===== config.mk =====
export PLATFORM = sky130hd
export DESIGN_NAME = avst_pkt_sanitizer
export DESIGN_NICKNAME = d
export VERILOG_FILES = /design/src/rtl/avst_pkg.sv /design/src/rtl/sat_counter.sv /design/src/rtl/avst_pkt_sanitizer.sv
export SDC_FILE = /design/constraint.sdc
export NUM_CORES = 1
export LEC_CHECK = 0
export ABC_AREA = 1
export ABC_CLOCK_PERIOD_IN_PS = 8000
export CORE_MARGIN = 2
export CORE_UTILIZATION = 54
export DETAILED_ROUTE_END_ITERATION = 10
export PLACE_DENSITY = 0.87
export SLEW_MARGIN = 10
export SYNTH_ARGS = -nofsm -noshare
export SYNTH_HDL_FRONTEND = slang
export SYNTH_SLANG_ARGS = --single-unit

===== constraint.sdc =====
create_clock -name clk_i -period 8 [get_ports clk_i]
set_input_delay 1.2 -clock clk_i [delete_from_list [all_inputs] [get_ports clk_i]]
set_output_delay 1.2 -clock clk_i [all_outputs]
set_load 0.02 [all_outputs]

===== src/rtl/avst_pkg.sv =====
// Shared types and helpers for the Avalon-ST packet sanitizer.
package avst_pkg;

  typedef enum logic [1:0] {
    IDLE_S = 2'd0,
    PKT_S  = 2'd1,
    DROP_S = 2'd2
  } state_e;

  // True when adding inc to cnt would pass max_val; callers then pin the count at max_val.
  function automatic logic sat_would_exceed(input logic [63:0] cnt,
                                            input logic [63:0] inc,
                                            input logic [63:0] max_val);
    return (cnt + inc) > max_val;
  endfunction

endpackage


===== src/rtl/sat_counter.sv =====
// Event counter that sticks at all-ones instead of wrapping.
module sat_counter
  import avst_pkg::*;
#(
  parameter int CNT_WIDTH = 16,
  parameter int INC_WIDTH = 1
) (
  input  logic                 clk_i,
  input  logic                 rst_i,
  input  logic [INC_WIDTH-1:0] inc_i,
  output logic [CNT_WIDTH-1:0] cnt_o
);

  always_ff @(posedge clk_i or posedge rst_i) begin
    if (rst_i) begin
      cnt_o <= '0;
    end else if (sat_would_exceed(64'(cnt_o), 64'(inc_i), 64'({CNT_WIDTH{1'b1}}))) begin
      cnt_o <= '1;
    end else begin
      cnt_o <= cnt_o + CNT_WIDTH'(inc_i);
    end
  end

endmodule


===== src/rtl/avst_pkt_sanitizer.sv =====
// Avalon-ST framing sanitizer: forwards only 2..MAX_PKT_LEN word packets with clean SOP/EOP.
// state  | meaning
// IDLE_S | between packets, waiting for a SOP
// PKT_S  | packet open, its latest word sits in the hold register
// DROP_S | packet truncated, discarding words up to the original EOP
module avst_pkt_sanitizer
  import avst_pkg::*;
#(
  parameter int DWIDTH      = 16,
  parameter int MAX_PKT_LEN = 13,
  parameter int CNT_WIDTH   = 16
) (
  input  logic                 clk_i,
  input  logic                 rst_i,
  input  logic [DWIDTH-1:0]    snk_data_i,
  input  logic                 snk_startofpacket_i,
  input  logic                 snk_endofpacket_i,
  input  logic                 snk_valid_i,
  output logic                 snk_ready_o,
  output logic [DWIDTH-1:0]    src_data_o,
  output logic                 src_startofpacket_o,
  output logic                 src_endofpacket_o,
  output logic                 src_valid_o,
  input  logic                 src_ready_i,
  output logic [CNT_WIDTH-1:0] pkt_cnt_o,
  output logic [CNT_WIDTH-1:0] drop_cnt_o,
  output logic [CNT_WIDTH-1:0] trunc_cnt_o,
  output logic [CNT_WIDTH-1:0] unterm_cnt_o
);

  localparam int LEN_W = $clog2(MAX_PKT_LEN + 1);
  localparam logic [LEN_W-1:0] LEN_MAX = LEN_W'(MAX_PKT_LEN);
  localparam logic [LEN_W-1:0] LEN_ONE = LEN_W'(1);

  typedef struct packed {
    logic [DWIDTH-1:0] data;
    logic              sop;
    logic              eop;
  } word_t;

  state_e           state, state_nxt;
  word_t            hold, hold_nxt, in_word;
  logic             hold_valid, hold_valid_nxt;
  logic [LEN_W-1:0] len, len_nxt, len_inc;
  logic             out_free, accept, release_h, force_eop;
  logic [1:0]       drop_inc;
  logic             trunc_inc, unterm_inc, pkt_inc;

  assign out_free    = !src_valid_o || src_ready_i;
  assign snk_ready_o = out_free && !(hold_valid && hold.eop);
  assign accept      = snk_valid_i && snk_ready_o;
  assign in_word     = {snk_data_i, snk_startofpacket_i, snk_endofpacket_i};
  assign len_inc     = (len == LEN_MAX) ? len : len + LEN_ONE;
  assign pkt_inc     = src_valid_o && src_ready_i && src_endofpacket_o;

  always_comb begin
    state_nxt      = state;
    hold_nxt       = hold;
    hold_valid_nxt = hold_valid;
    len_nxt        = len;
    release_h      = 1'b0;
    force_eop      = 1'b0;
    drop_inc       = 2'd0;
    trunc_inc      = 1'b0;
    unterm_inc     = 1'b0;

    // A finished packet in hold leaves on its own; input stalls for that cycle.
    if (hold_valid && hold.eop && out_free) begin
      release_h      = 1'b1;
      hold_valid_nxt = 1'b0;
    end

    if (accept) begin
      case (state)
        PKT_S: begin
          if (in_word.sop) begin
            hold_valid_nxt = 1'b0;
            if (len == LEN_ONE) begin
              drop_inc = 2'd1;
            end else begin
              release_h  = 1'b1;
              force_eop  = 1'b1;
              unterm_inc = 1'b1;
            end
            // A SOP+EOP word here is a one-word packet and goes too.
            if (in_word.eop) begin
              drop_inc  = drop_inc + 2'd1;
              state_nxt = IDLE_S;
            end else begin
              hold_nxt       = in_word;
              hold_valid_nxt = 1'b1;
              len_nxt        = LEN_ONE;
            end
          end else begin
            release_h      = 1'b1;
            hold_nxt       = in_word;
            hold_valid_nxt = 1'b1;
            len_nxt        = len_inc;
            if (in_word.eop) begin
              state_nxt = IDLE_S;
            end else if (len_inc == LEN_MAX) begin
              hold_nxt.eop = 1'b1;
              trunc_inc    = 1'b1;
              state_nxt    = DROP_S;
            end
          end
        end
        default: begin
          if (in_word.sop && !in_word.eop) begin
            hold_nxt       = in_word;
            hold_valid_nxt = 1'b1;
            len_nxt        = LEN_ONE;
            state_nxt      = PKT_S;
          end else begin
            drop_inc = 2'd1;
            if (in_word.sop || in_word.eop) state_nxt = IDLE_S;
          end
        end
      endcase
    end
  end

  always_ff @(posedge clk_i or posedge rst_i) begin
    if (rst_i) begin
      state               <= IDLE_S;
      hold                <= '0;
      hold_valid          <= 1'b0;
      len                 <= '0;
      src_data_o          <= '0;
      src_startofpacket_o <= 1'b0;
      src_endofpacket_o   <= 1'b0;
      src_valid_o         <= 1'b0;
    end else begin
      state      <= state_nxt;
      hold       <= hold_nxt;
      hold_valid <= hold_valid_nxt;
      len        <= len_nxt;
      if (out_free) begin
        src_valid_o <= release_h;
        if (release_h) begin
          src_data_o          <= hold.data;
          src_startofpacket_o <= hold.sop;
          src_endofpacket_o   <= hold.eop || force_eop;
        end
      end
    end
  end

  sat_counter #(.CNT_WIDTH(CNT_WIDTH), .INC_WIDTH(1)) u_pkt_cnt (
    .clk_i(clk_i), .rst_i(rst_i), .inc_i(pkt_inc), .cnt_o(pkt_cnt_o)
  );

  sat_counter #(.CNT_WIDTH(CNT_WIDTH), .INC_WIDTH(2)) u_drop_cnt (
    .clk_i(clk_i), .rst_i(rst_i), .inc_i(drop_inc), .cnt_o(drop_cnt_o)
  );

  sat_counter #(.CNT_WIDTH(CNT_WIDTH), .INC_WIDTH(1)) u_trunc_cnt (
    .clk_i(clk_i), .rst_i(rst_i), .inc_i(trunc_inc), .cnt_o(trunc_cnt_o)
  );

  sat_counter #(.CNT_WIDTH(CNT_WIDTH), .INC_WIDTH(1)) u_unterm_cnt (
    .clk_i(clk_i), .rst_i(rst_i), .inc_i(unterm_inc), .cnt_o(unterm_cnt_o)
  );

endmodule


==> key figures, run 1 <==
Power
  – Sequential share of power: between 40 and 50%
  – Leak: 3.39 nW
  – VDD IR-drop max: 0.231 mV
  – Sw Ratio: 36.7%
  – Switch Pwr: roughly 0.61 mW
  – Pint: ~1.1 mW
  – Clock power share: between 10% and 20%
  – Pwr dens: 251 mW/mm2
  – Logic pwr share: 35.0%

CTS
  – Total CTS buffers: 9
  – # Post-CTS Setup Buffers: 0
  – CTS tree: yes
  – Cts hold-fix bufs: 0
  – Clock-pin slew on the worst setup and hold paths: 0.09 ns
  – Clock sink total: 108
  – CTS root buf: clkbuf_8
  – Clk Latency, worst-skew pair: 0.35 ns
  – H-tree Lvls: 3
  – Post_cts resized: 0
  – Max Root-Sink Buffers: 2

Final layout
  – # nets final: 779
  – Ant diodes: 0
  – P&R area growth vs syn: 24.7%
  – Share of cells above drive strength 1: 7.74%
  – Final core occ: between 60% and 70%
  – Final Non-Filler Cells: between 800 and 900

Die
  – Num rows: 36
  – Starting Density: between 50% and 60%
  – Die area: 0.0107 mm2
  – Die W: 103 um
  – Die H: 103 um
  – Core area: 0.00968 mm2
  – Num ports: about 110

STA
  – Fin worst setup slack: 4.21 ns
  – Slew @ Worst Pin: 0.908 ns
  – Worst Skew: 0.00663 ns
  – Setup TNS: 0 ns
  – Max_slew headroom: 39.5%
  – Minimum clock period: approximately 3.8 ns
  – Final Hold Fails: 0
  – # setup viols final: 0
  – RSZ-0062 raised after global routing: no
  – Period utilization: 47.4%
  – Maximum clock rate: 0.264 GHz
  – Min Hold Slack: 0.474 ns
  – Max-slew violation count: 0

Synth
  – Synth top area share: about half
  – Synth Area in Compound Gates: a little over 4%
  – Syn Nets: about 670
  – Flops & latches, synth: around 110
  – Cell taking the most area after synthesis: dfrtp_1
  – Post-synthesis adder-cell area fraction: around 3.0%
  – Synth unique cells: 40
  – Fraction of synthesized cell area in xor and xnor cells: 4.10%
  – Dominant synthesized flop cell: dfrtp_1
  – Synth Area per Inst: 8.37 um2
  – Post-synth top cells: nand2_1 (215), dfrtp_1 (108), inv_1 (67), nand3_1 (46), nor2_1 (40)
  – Cells taking the most area after synthesis: dfrtp_1 (51%), nand2_1 (15%), inv_1 (4.7%)
  – Area share of and/or/nand/nor cells after synthesis: between 30% and 40%
  – Main combinational cell family by area after synthesis: simple AND/OR/NAND/NOR gates
  – Post-synthesis mux area share: 0%
  – Number of synthesized flops with an enable pin: 0
  – Cell Area, Synth: 0.00534 mm2
  – Post-synth ARST share: 100%
  – Count leader, synth: nand2_1
  – Total number of yosys warnings: 0
  – Post-Syn Instances: between 600 and 700
  – Seq/Total Area, Yosys: between 50% and 60%

Critical path
  – Critical path buffers and inverters: 2
  – Crit-path max FO: 3
  – Critical path class: primary input to primary output
  – Max stage delay on crit path: 0.66 ns
  – Worst endpoint data arrival time: approximately 2.6 ns
  – Critical Path RT: just under 7 ns
  – Critical-path cell list: clkdlybuf4s50_1 > nor2_4 > nor2_4 > clkdlybuf4s50_1
  – CP startpoint kind: primary input
  – Critical Path End Type: primary output
  – Crit path max-delay family: buffers and inverters
  – Worst path slowest cell: clkdlybuf4s50_1

Placed design
  – Placer Congestion: just over 0.9
  – # placed instances: 867
  – DP HPWL: 8.20 mm
  – PortBufs: 105
  – Post-Place Setup Slack: approximately 3.9 ns

Flow run
  – Maxcap violations: 0

Routing
  – Total routed wirelength: 11.1 mm
  – DR vias/cell: 5.09
  – Via count: 4485
  – Number of routed nets with antenna violations: 0
  – Pre-antenna DRT Iters: 4
  – DRC viols: 0
  – Routed WL per cell: 12.6 um
  – DRT iter0 DRCs: 174

GRT
  – Grt ovf: 0
  – First-pass GRT wire length: 18.8 mm
  – Initial antenna violation count: 0
  – Met2 GRT Util: between 30% and 40%
  – Largest net degree at the start of global routing: 74
  – GR Util met3: 4.17%
  – Tot GR Track Use: ~22%
  – Busiest layer in global routing: met2
  – Met1 Use GR: 29.2%
  – Number of global-route vias before repair: 4331

Run status
  – Status: completed

Min path
  – Hold Crit Class: flop to flop
[registers in the layout, summed over array words and instances (netlist names), 2 cells and up]
register	cells
u_unterm_cnt.cnt_o	16
u_drop_cnt.cnt_o	16
state	2
src_data_o	16
hold	18
len	4
u_pkt_cnt.cnt_o	16
u_trunc_cnt.cnt_o	16
[final timing paths]
| kind | from | endpoint | slack, ns | cells past startpoint |
|---|---|---|---|---|
| setup / recovery | src_ready_i | snk_ready_o | 4.21 | 4 |
| hold / removal | src_data_o[15]$_DFFE_PP0P_ | src_data_o[15]$_DFFE_PP0P_ | 0.47 | 2 |
| setup reg to reg | len[0]$_DFFE_PP0P_ | u_trunc_cnt.cnt_o[7]$_DFF_PP0_ | 4.88 | 17 |
| hold reg to reg | src_data_o[15]$_DFFE_PP0P_ | src_data_o[15]$_DFFE_PP0P_ | 0.47 | 2 |
| max in group asynchronous | rst_i | len[1]$_DFFE_PP0P_ | 5.52 | 3 |
| min in group asynchronous | rst_i | u_trunc_cnt.cnt_o[8]$_DFF_PP0_ | 1.20 | 2 |
[tightest hold or removal path: cells and delay by family (launching register included)]
kind / cells / cell delay, ns
flops: 1 / 0.35
simple gates: 2 / 0.09
[cells in the final DEF (no fill, tap or decap), types with 2 or more instances in the layout]
cell type	count
dfrtp_1	108
clkinvlp_4	2
nand2_4	2
clkbuf_8	11
inv_2	8
nand3b_1	3
a21oi_1	4
or2_2	4
nor2_8	2
nand3_1	46
xnor2_1	2
o21ai_2	2
nand4_1	14
inv_4	2
nor2_4	2
clkdlybuf4s50_1	105
o21ai_1	2
nor2_2	4
a31oi_1	3
nor3_1	11
inv_1	66
nand2_2	12
nand2_1	215
o22ai_1	2
ha_1	11
o21ai_0	24
clkinv_2	2
nor4_1	5
nor2_1	40
nor3b_1	2
xor2_1	23
[area by class of cell]
cell class	count	area [um2]
multi-input combinational	444	2270
clock buffer	11	151
timing repair buffer	106	1060
inverter	76	290
tap	133	166
sequential	108	2700
fill	744	3020
clock inverter	4	25.0
[routing by layer]
layer | up-vias | part of all wire (%)
li1 | 2234 | -
met1 | 2129 | 46
met2 | 114 | 48
met3 | 8 | 5.3
met4 | 0 | 0.95
met5 | - | 0
[cells by family (layout without fill, tap and decap cells)]
logic type                 after synthesis  after routing
AOI/OAI and AO/OA                       40             40
xor gates and xnor gates                25             25
adders and majority gates               12             12
buffers and inverters                   86            197
DFF                                    108            108
and+or+nand+nor                        367            367
[metrics by stage]
stage	total power [mW]	cell area, um2
2_1_floorplan	1.16	5340
3_3_place_gp	1.36	6480
3_5_place_dp	1.39	6480
4_1_cts	1.69	6660
5_1_grt	1.80	6660
6_report	1.67	6660
[power by group through the flow]
stage | Clock [mW] | Sequential (mW) | Combinational, mW
2_1_floorplan | 0 | 0.867 | 0.293
3_3_place_gp | 0 | 0.789 | 0.575
3_5_place_dp | 0 | 0.795 | 0.591
4_1_cts | 0.312 | 0.785 | 0.594
5_1_grt | 0.332 | 0.804 | 0.661
6_report | 0.302 | 0.785 | 0.585
No activity file was read; power rests on OpenSTA's default activity.
==> run 2: changes to the inputs <==
Settings changed: ABC_CLOCK_PERIOD_IN_PS 8000 to 3770, CORE_UTILIZATION 54 to 52, PLACE_DENSITY 0.87 to 0.84.
Clock period 8 ns to 3.77 ns, I/O delays scaled along.
==> key figures, run 2 (synthesized netlist as in run 1, its figures left out) <==
Run status
  – Status: completed (unchanged)

Critical path
  – Reg-to-reg setup timing slack: 0.66 ns (was 4.88 ns)
  – Worst r2r dst: u_trunc_cnt.cnt_o[7]$_DFF_PP0_ (unchanged)
  – CP startpoint kind: flop (was primary input)
  – R2R depth: 17 (unchanged)
  – FF-to-FF Start: len[0]$_DFFE_PP0P_ (unchanged)
  – Crit-path max FO: 12 (was 3)
  – Critical Path End Type: flop (was primary output)
  – Critical Path RT: 4.05 ns (was 6.80 ns)
  – Worst endpoint data arrival time: 3.39 ns (was 2.59 ns)
  – Critical path class: flop to flop (was primary input to primary output)

Die
  – Num ports: 106 (unchanged)
  – Die area: 0.0111 mm2 (was 0.0107 mm2)
  – Num rows: 37 (was 36)
  – Starting Density: 52.7% (was 55.2%)
  – Core area: 0.0101 mm2 (was 0.00968 mm2)
  – Die H: 105 um (was 103 um)
  – Die W: 105 um (was 103 um)

Power
  – Pwr dens: 536 mW/mm2 (was 251 mW/mm2)
  – VDD IR-drop max: 0.311 mV (was 0.231 mV)
  – Leak: 3.41 nW (was 3.39 nW)

Final layout
  – P&R area growth vs syn: 25.4% (was 24.7%)
  – FF/Latch Area: 0.00270 mm2 (unchanged)
  – Share of cells above drive strength 1: 7.99% (was 7.74%)
  – Biggest register: hold (unchanged)
  – Ant diodes: 0 (unchanged)
  – Commonest cells after routing, fill and taps aside: nand2_1 (215), dfrtp_1 (108), clkdlybuf4s50_1 (105) (unchanged)
  – Most common cell after layout, fill and taps aside: nand2_1 (unchanged)
  – Final core occ: 66.1% (was 68.8%)
  – # nets final: 780 (was 779)
  – Area of the multi-input gates: 0.00227 mm2 (unchanged)
  – Max FFs per register: 18 (unchanged)
  – Filler cells: 804 (was 744)

STA
  – Maximum clock rate: 0.321 GHz
  – Final Hold Fails: 0 (unchanged)
  – Max-slew violation count: 0 (unchanged)
  – Period utilization: 82.5%
  – RSZ-0062 raised after global routing: no (unchanged)
  – Slew @ Worst Pin: 0.529 ns (was 0.908 ns)
  – Worst Skew: 0.0136 ns (was 0.00663 ns)
  – Minimum clock period: 3.11 ns
  – Max_slew headroom: 64.7% (was 39.5%)
  – Setup TNS: 0 ns (unchanged)
  – # setup viols final: 0 (unchanged)

Routing
  – DRC viols: 0 (unchanged)
  – Routed WL per cell: 12.8 um (was 12.6 um)
  – Number of routed nets with antenna violations: 0 (unchanged)
  – DR vias/cell: 5.03 (was 5.09)
  – DRT iter0 DRCs: 232 (was 174)
  – Total routed wirelength: 11.3 mm (was 11.1 mm)
  – Via count: 4458 (was 4485)
  – Pre-antenna DRT Iters: 4 (unchanged)

CTS
  – # Post-CTS Setup Buffers: 0 (unchanged)
  – Clock-pin slew on the worst setup and hold paths: 0.11 ns (was 0.09 ns)
  – Max Root-Sink Buffers: 2 (unchanged)
  – H-tree Lvls: 3 (unchanged)
  – CTS tree: yes (unchanged)
  – Clock sink total: 108 (unchanged)
  – CTS root buf: clkbuf_8 (unchanged)
  – Post_cts resized: 0 (unchanged)
  – Total CTS buffers: 9 (unchanged)
  – Cts hold-fix bufs: 0 (unchanged)
  – Clk Latency, worst-skew pair: 0.36 ns (was 0.35 ns)

GRT
  – Initial antenna violation count: 0 (unchanged)
  – Largest net degree at the start of global routing: 68 (was 74)
  – Number of global-route vias before repair: 4301 (was 4331)
  – First-pass GRT wire length: 19.4 mm (was 18.8 mm)
  – Grt ovf: 0 (unchanged)
  – Tot GR Track Use: 21.3% (was 22.2%)

Flow run
  – Maxcap violations: 0 (unchanged)

Placed design
  – DP HPWL: 8.46 mm (was 8.20 mm)
  – PortBufs: 105 (unchanged)
  – Placer Congestion: 0.899 (was 0.908)

Min path
  – Min-delay src: hold[15]$_DFFE_PP0P_ (was src_data_o[15]$_DFFE_PP0P_)
  – Hold Crit Class: flop to flop (unchanged)
  – Hold Path Depth: 2 (unchanged)
  – Hold Path End: src_data_o[13]$_DFFE_PP0P_ (was src_data_o[15]$_DFFE_PP0P_)
-- run 2: worst max-delay path by stage --
stage	from	to	slack (ns)
2_1_floorplan	rst_i	hold[0]$_DFFE_PP0P_	0.36
3_3_place_gp	src_ready_i	u_trunc_cnt.cnt_o[7]$_DFF_PP0_	0.56
3_5_place_dp	src_ready_i	u_trunc_cnt.cnt_o[7]$_DFF_PP0_	0.43
4_1_cts	len[0]$_DFFE_PP0P_	u_trunc_cnt.cnt_o[7]$_DFF_PP0_	0.67
5_1_grt	len[0]$_DFFE_PP0P_	u_trunc_cnt.cnt_o[7]$_DFF_PP0_	0.27
6_report	len[0]$_DFFE_PP0P_	u_trunc_cnt.cnt_o[7]$_DFF_PP0_	0.66
-- run 2: cell type report --
cell class                      instances  area share, %
Clock buffer                           10           2.05
Clock inverter                          6          0.822
Inverter                               76           4.33
Multi-Input combinational cell        444           33.8
Sequential cell                       108           40.3
Tap cell                              136           2.54
Timing Repair Buffer                  107           16.1
-- run 2: routing by layer --
| metal | global-route usage [%] | share of wire (%) | routed length (um) |
|---|---|---|---|
| met5 | 0 | 0 | 0 |
| met3 | 3.53 | 3.9 | 442 |
| met4 | 6.29 | 1.6 | 177 |
| met2 | 35.8 | 49 | 5550 |
| met1 | 28.6 | 45 | 5140 |
-- run 2: where the power goes --
| group | switching (mW) | leakage [nW] | internal, mW |
|---|---|---|---|
| combinational | 0.718 | 1.94 | 0.537 |
| sequential | 0.224 | 1.38 | 1.44 |
| clock | 0.403 | 0.0994 | 0.272 |
| total | 1.35 | 3.41 | 2.25 |
-- run 2: critical path, stage by stage, from the launching register on --
cell and delay (ns):
dfrtp_1 0.48, ha_1 0.27, nand3_1 0.16, o21ai_0 0.24, nand3_1 0.14, nand2_1 0.11
nand4_1 0.10, inv_1 0.08, ha_1 0.16, ha_1 0.17, nand2_1 0.06, inv_1 0.08
nand2_1 0.08, nor2_1 0.15, nand3_1 0.11, inv_1 0.09, nand3_1 0.33, nand3_1 0.21
-- run 2: per-stage QoR --
step / total power, mW / area, um2 / std cells / hold WS (ns) / setup WS, ns
after global placement: 2.90 / 6510 / 871 / 0.453 / 0.558
after detailed placement: 2.95 / 6510 / 871 / 0.458 / 0.433
final: 3.59 / 6700 / 887 / 0.479 / 0.658
after global routing: 3.85 / 6700 / 887 / 0.507 / 0.272
after CTS: 3.63 / 6700 / 887 / 0.482 / 0.666
after floorplan: 2.46 / 5340 / 638 / 0.442 / 0.359
